File: config.mk
export PLATFORM = sky130hd
export DESIGN_NAME = p405s_timer_status
export DESIGN_NICKNAME = d
export VERILOG_FILES = /design/src/rtl/p405s_timer_status.sv
export SDC_FILE = /design/constraint.sdc
export NUM_CORES = 1
export LEC_CHECK = 0
export CORE_MARGIN = 1.5
export CORE_UTILIZATION = 50
export CTS_BUF_LIST = sky130_fd_sc_hd__clkbuf_4 sky130_fd_sc_hd__clkbuf_8
export CTS_CLUSTER_SIZE = 30
export DETAILED_ROUTE_END_ITERATION = 8
export GPL_TIMING_DRIVEN = 1
export PLACE_DENSITY_LB_ADDON = 0.3
export SKIP_CTS_REPAIR_TIMING = 1
export SLEW_MARGIN = 40
export SYNTH_ARGS = -nofsm -noshare
export SYNTH_HDL_FRONTEND = slang
export SYNTH_SLANG_ARGS = --single-unit
File: constraint.sdc
create_clock -name CB -period 3.1 [get_ports CB]
set_input_delay 0.62 -clock CB [delete_from_list [all_inputs] [get_ports CB]]
set_output_delay 0.62 -clock CB [all_outputs]
set_load 0.005 [all_outputs]
File: src/rtl/p405s_timer_status.sv
// p405s_timer_status
// Consumer side of the Timer Control Register. Turns the TCR image and the
// time-base tap bits into watchdog, FIT and PIT events, maintains the Timer
// Status Register and the PIT down-counter, and raises the timer interrupt
// requests and the watchdog reset request.
module p405s_timer_status (
    input  logic        CB,
    input  logic        resetCore,
    input  logic [0:9]  timerControlL2,
    input  logic [0:3]  tbWdogTaps,
    input  logic [0:3]  tbFitTaps,
    input  logic        timerTick,
    input  logic [0:31] EXE_sprDataBus,
    input  logic        PCL_mtSPR,
    input  logic        PCL_sprHold,
    input  logic        tsrDcd,
    input  logic        pitDcd,
    output logic [0:5]  timerStatusL2,
    output logic [0:31] pitL2,
    output logic        wdogIrq,
    output logic        pitIrq,
    output logic        fitIrq,
    output logic [0:1]  wdogResetReq
);

    logic [0:1]  wp;
    logic [0:1]  wrc;
    logic        wie;
    logic        pie;
    logic [0:1]  fp;
    logic        fie;
    logic        are;

    logic        wrTsr;
    logic        wrPit;
    logic        wSel;
    logic        fSel;
    logic        wPrev;
    logic        fPrev;
    logic        wEvent;
    logic        fEvent;
    logic        pitExpire;

    logic [0:31] pitReload;
    logic [0:5]  tsrNext;
    logic [0:1]  resetReqNext;

    assign wp  = timerControlL2[0:1];
    assign wrc = timerControlL2[2:3];
    assign wie = timerControlL2[4];
    assign pie = timerControlL2[5];
    assign fp  = timerControlL2[6:7];
    assign fie = timerControlL2[8];
    assign are = timerControlL2[9];

    assign wrTsr = PCL_mtSPR & ~PCL_sprHold & tsrDcd;
    assign wrPit = PCL_mtSPR & ~PCL_sprHold & pitDcd;

    // A change of WP/FP that makes the selected tap rise also counts as an
    // event, because the previous value is taken from whatever was selected.
    assign wSel = tbWdogTaps[wp];
    assign fSel = tbFitTaps[fp];

    // Once a watchdog reset is requested, later watchdog events are ignored
    // until the core is reset.
    assign wEvent = wSel & ~wPrev & (wdogResetReq == 2'b00);
    assign fEvent = fSel & ~fPrev;

    // A PIT write in the same cycle suppresses the expiry of that tick.
    assign pitExpire = timerTick & ~wrPit & (pitL2 == 32'd1);

    // Next TSR value: software clears first, hardware sets applied after so
    // that a set wins over a same-cycle clear of the same bit.
    always_comb begin
        tsrNext      = timerStatusL2;
        resetReqNext = wdogResetReq;
        if (wrTsr) begin
            tsrNext = timerStatusL2 & ~EXE_sprDataBus[0:5];
        end
        if (wEvent) begin
            if (!timerStatusL2[0]) begin
                tsrNext[0] = 1'b1;
            end else if (!timerStatusL2[1]) begin
                tsrNext[1] = 1'b1;
            end else if (wrc != 2'b00) begin
                tsrNext[2:3] = wrc;
                resetReqNext = wrc;
            end
        end
        if (pitExpire) begin
            tsrNext[4] = 1'b1;
        end
        if (fEvent) begin
            tsrNext[5] = 1'b1;
        end
    end

    // Status, reset request and edge-detect history; reset seeds the history
    // with the current tap values so an already-high tap is not an event.
    always_ff @(posedge CB) begin
        if (resetCore) begin
            timerStatusL2 <= 6'b000000;
            wdogResetReq  <= 2'b00;
            wPrev         <= wSel;
            fPrev         <= fSel;
        end else begin
            timerStatusL2 <= tsrNext;
            wdogResetReq  <= resetReqNext;
            wPrev         <= wSel;
            fPrev         <= fSel;
        end
    end

    // PIT counter: a write loads count and reload value, otherwise each tick
    // decrements a nonzero count, reloading or stopping at zero on expiry.
    always_ff @(posedge CB) begin
        if (resetCore) begin
            pitL2     <= 32'd0;
            pitReload <= 32'd0;
        end else if (wrPit) begin
            pitL2     <= EXE_sprDataBus;
            pitReload <= EXE_sprDataBus;
        end else if (timerTick && (pitL2 != 32'd0)) begin
            if (pitL2 == 32'd1) begin
                pitL2 <= are ? pitReload : 32'd0;
            end else begin
                pitL2 <= pitL2 - 32'd1;
            end
        end
    end

    // Interrupts follow the registered status and the live TCR enables.
    always_comb begin
        wdogIrq = timerStatusL2[1] & wie;
        pitIrq  = timerStatusL2[4] & pie;
        fitIrq  = timerStatusL2[5] & fie;
    end

endmodule

==> results of run 1 <==
[worst max path at each step]
| stage | startpoint | to | cells after the start |
|---|---|---|---|
| detailed placement | PCL_sprHold | pitL2[2] | 7 |
| CTS | pitL2[5] | pitL2[24] | 6 |
| floorplan | pitL2[19] | pitL2[12] | 7 |
| finish | pitL2[31] | pitL2[1] | 9 |
| global placement | pitL2[19] | pitL2[25] | 6 |
| global route | pitL2[31] | pitL2[1] | 9 |
[through the flow]
step           cell area, um^2  setup slack [ns]
3_3_place_gp              5060            0.4570
5_1_grt                   5315            0.2971
2_1_floorplan             3915            0.9193
3_5_place_dp              5069            0.3744
4_1_cts                   5315            0.5082
6_report                  5315            0.4038
[layout make-up]
| type | instances | share of cell area |
|---|---|---|
| clock inverters | 6 | 0.02166 |
| multi-input cells | 389 | 0.4301 |
| clock buffers | 10 | 0.02472 |
| well taps | 102 | 0.02401 |
| repair buffers | 122 | 0.2180 |
| inverters | 4 | 0.002825 |
| flip-flops and latches | 74 | 0.2787 |
[power groups by stage]
| stage | Combinational, mW | Sequential [mW] | Clock (mW) |
|---|---|---|---|
| after floorplan | 0.596 | 1.14 | 0 |
| after global placement | 0.963 | 1.16 | 0 |
| after detailed placement | 0.985 | 1.16 | 0 |
| after CTS | 0.996 | 1.14 | 0.926 |
| after global routing | 1.10 | 1.15 | 0.972 |
| final | 1.02 | 1.14 | 0.922 |
[cells by family after synthesis]
| family | count (synthesis) |
|---|---|
| compound gates | 151 |
| xor+xnor | 5 |
| fa+ha+maj | 3 |
| buf+inv | 40 |
| flops | 74 |
| mux | 3 |
| simple gates | 227 |
[cell usage after synthesis (all sizes together) (2+ instances only)]
cell and n:
a211oi 4, a21oi 58, a221oi 7, a222oi 3
a22o 4, a22oi 2, a311oi 6, a31oi 5
a32o 4, and2 7, and3b 2, buf 16
clkbuf 20, dfxtp 74, ha 3, inv 4
mux4 2, nand2 105, nand2b 4, nand3 17
nand4 5, nor2 33, nor3 19, nor3b 3
nor4 13, o211ai 4, o21ai 27, o22ai 5
o311a 2, o311ai 2, o31a 4, o31ai 4
o41ai 3, or2 2, or3 9, or4 3
xor2 4
[per-layer routing]
layer	GRT usage	wire (um)
met2	0.4876	5970
met5	0	0
met1	0.4015	5517
met3	0.07035	976
met4	0.09635	269
[flip-flops by register name (all words and copies together) (netlist names)]
signal / flops
pitReload: 32
pitL2: 32
timerStatusL2: 6
wPrev: 1
fPrev: 1
wdogResetReq: 2
[worst max-delay path: cells and delay by family, from the launching register on]
family                   cells  cell delay, ns
AND/OR/NAND/NOR              5            1.20
AO/OA/AOI/OAI                1            0.41
adder cells (fa/ha/maj)      1            0.27
flip-flops                   1            0.40
buffers and inverters        2            0.29
==> run metrics, run 1 <==
status=finished clean; hold path startpoint=pitReload[18]; dpl hpwl=8.974 mm; Area Overhead vs Synth=35.76%; worst endpoint data arrival time=2.91 ns; Crit Path Class=reg2reg; Max-cap violations=0; Sw Pwr=between 1 and 1.5 mW; DIE AREA=8370 um^2; power after layout=roughly 3 mW; Slew Viols, Final=0; Async S/R FF share, synth=0; Reg area=approximately 1500 um^2; number of global-route vias before repair=4213; # rows=32; Critical Path Fanout Max=7; clk_lat worst skew=0.35 ns; Pwr Density=579.4 nW/um^2; Die W=between 90 and 100 um; drt wl/cell=18.01 um; Nets=660; Port-buffer cells=99; static leakage=about 1.9 nW; Congestion Overflow GR=0; Synth Register Bits=74; Post-Route Skew=0.01241 ns; Setup crit start kind=flip-flop; Synth Net Count=563; R2R setup slack=0.40 ns; Peak VDD IR=0.3343 mV; CP max stage cell=o41ai_1; clock slew at the register clock pins of the worst setup and hold paths=0.08 ns; Net Sw Frac=0.3366; TritonCTS clock tree=yes; total number of vias=4412; hold endpoint=pitReload[18]; Finish-stage setup viols=0; Setup Total Neg Slack=0 ns; FF-to-FF path depth=9; P_int=2.043 mW; drt drc=0; synth top area cells=dfxtp_1 (38%), nand2_1 (10%), a21oi_1 (7.4%), nor2_1 (3.2%), o21ai_0 (2.9%); Avg Cell Area, Syn=7.783 um^2; worst slew pin tran=between 0.7 and 0.8 ns; XOR/XNOR Fraction of Synth Area=0.01119; Cell Area, Synth=3915 um^2; Ports=100; mux contribution to synthesized area=0.01406; clock buffer depth=2; hold depth=2; clock power share=0.299; Most used DFF post-synth=dfxtp_1; Fillers=618; final hold vios=0; DR pass1 iterations=5; Initial Util=0.5119; GPL Wtd Cong=between 0.9 and 1; Flop pwr share=0.371; Synth area leader=dfxtp_1; Worst Hold Class=reg2reg; RSZ-0062 raised after global routing=false; final hold slack=about 0.46 ns; Cells after DPL=about 690; adder-cell share of the synthesized area=0.009588; DRT antenna net count=0; fin crit share=0.8697; final core occ=0.6950; antenna violations before repair=0; Post-synth EDFFs=0; critical path required time=3.32 ns; largest family of logic cells by synthesized area=simple AND/OR/NAND/NOR gates; multi-input logic area=2286 um^2; Fmax=370.9 MHz; Non-Filler Instances=approximately 710; Syn. warnings=0; worst stage delay on the critical path=~0.4 ns; first-pass GRT wire length=20.55 mm; initial drt markers=371; ANT cells=0; commonest non-fill, non-tap cell in the layout=nand2_1; GRT Total Usage=0.3035; commonest non-fill, non-tap cells in the layout=nand2_1 (104), clkdlybuf4s50_1 (98), dfxtp_1 (74); CP endpoint kind=flip-flop; post-synth cell types=64; Compound-Gate Fraction of Synth Area=0.2534; Via-to-Cell Ratio=6.240; pin count of the biggest net entering global routing=41; register area share after synthesis=0.3784; crit path cell chain=inv_1, ha_1, nor3b_1, buf_4, and4_1, nand4_1, nor4_1, nor3_1, o41ai_1; Gate Count Post-Synth=503; combinational power share=0.330; die height=91.49 um; reg2reg end=pitL2[1]; Core ar.=7647 um^2; r2r startpoint=pitL2[31]; relative slew slack=0.5263; Synth Area in Simple Gates=0.2895; CTS sink cnt=between 70 and 80; fraction of layout cells with a size suffix above 1=0.09917; Synth top area share=0.3784; CTS HTree Levels=3; Num CTS Buffers=9; WL final=12.73 mm; post-layout min period=2.696 ns; root buf cell=clkbuf_8
(Power assumes the default switching activity.)
==> run 2, diff against run 1 <==
--- a/config.mk
+++ b/config.mk
@@ -5,6 +5,7 @@
 export SDC_FILE = /design/constraint.sdc
 export NUM_CORES = 1
 export LEC_CHECK = 0
+export CAP_MARGIN = 0
 export CORE_MARGIN = 1.5
 export CORE_UTILIZATION = 50
 export CTS_BUF_LIST = sky130_fd_sc_hd__clkbuf_4 sky130_fd_sc_hd__clkbuf_8
==> results of run 2 <==
No change in the layout: final DEF, timing and power equal those of run 1.
==> run 3, diff against run 2 <==
--- a/config.mk
+++ b/config.mk
@@ -5,7 +5,7 @@
 export SDC_FILE = /design/constraint.sdc
 export NUM_CORES = 1
 export LEC_CHECK = 0
-export CAP_MARGIN = 0
+export CAP_MARGIN = 25
 export CORE_MARGIN = 1.5
 export CORE_UTILIZATION = 50
 export CTS_BUF_LIST = sky130_fd_sc_hd__clkbuf_4 sky130_fd_sc_hd__clkbuf_8
==> results of run 3 <==
No change in the layout: final DEF, timing and power equal those of run 1.
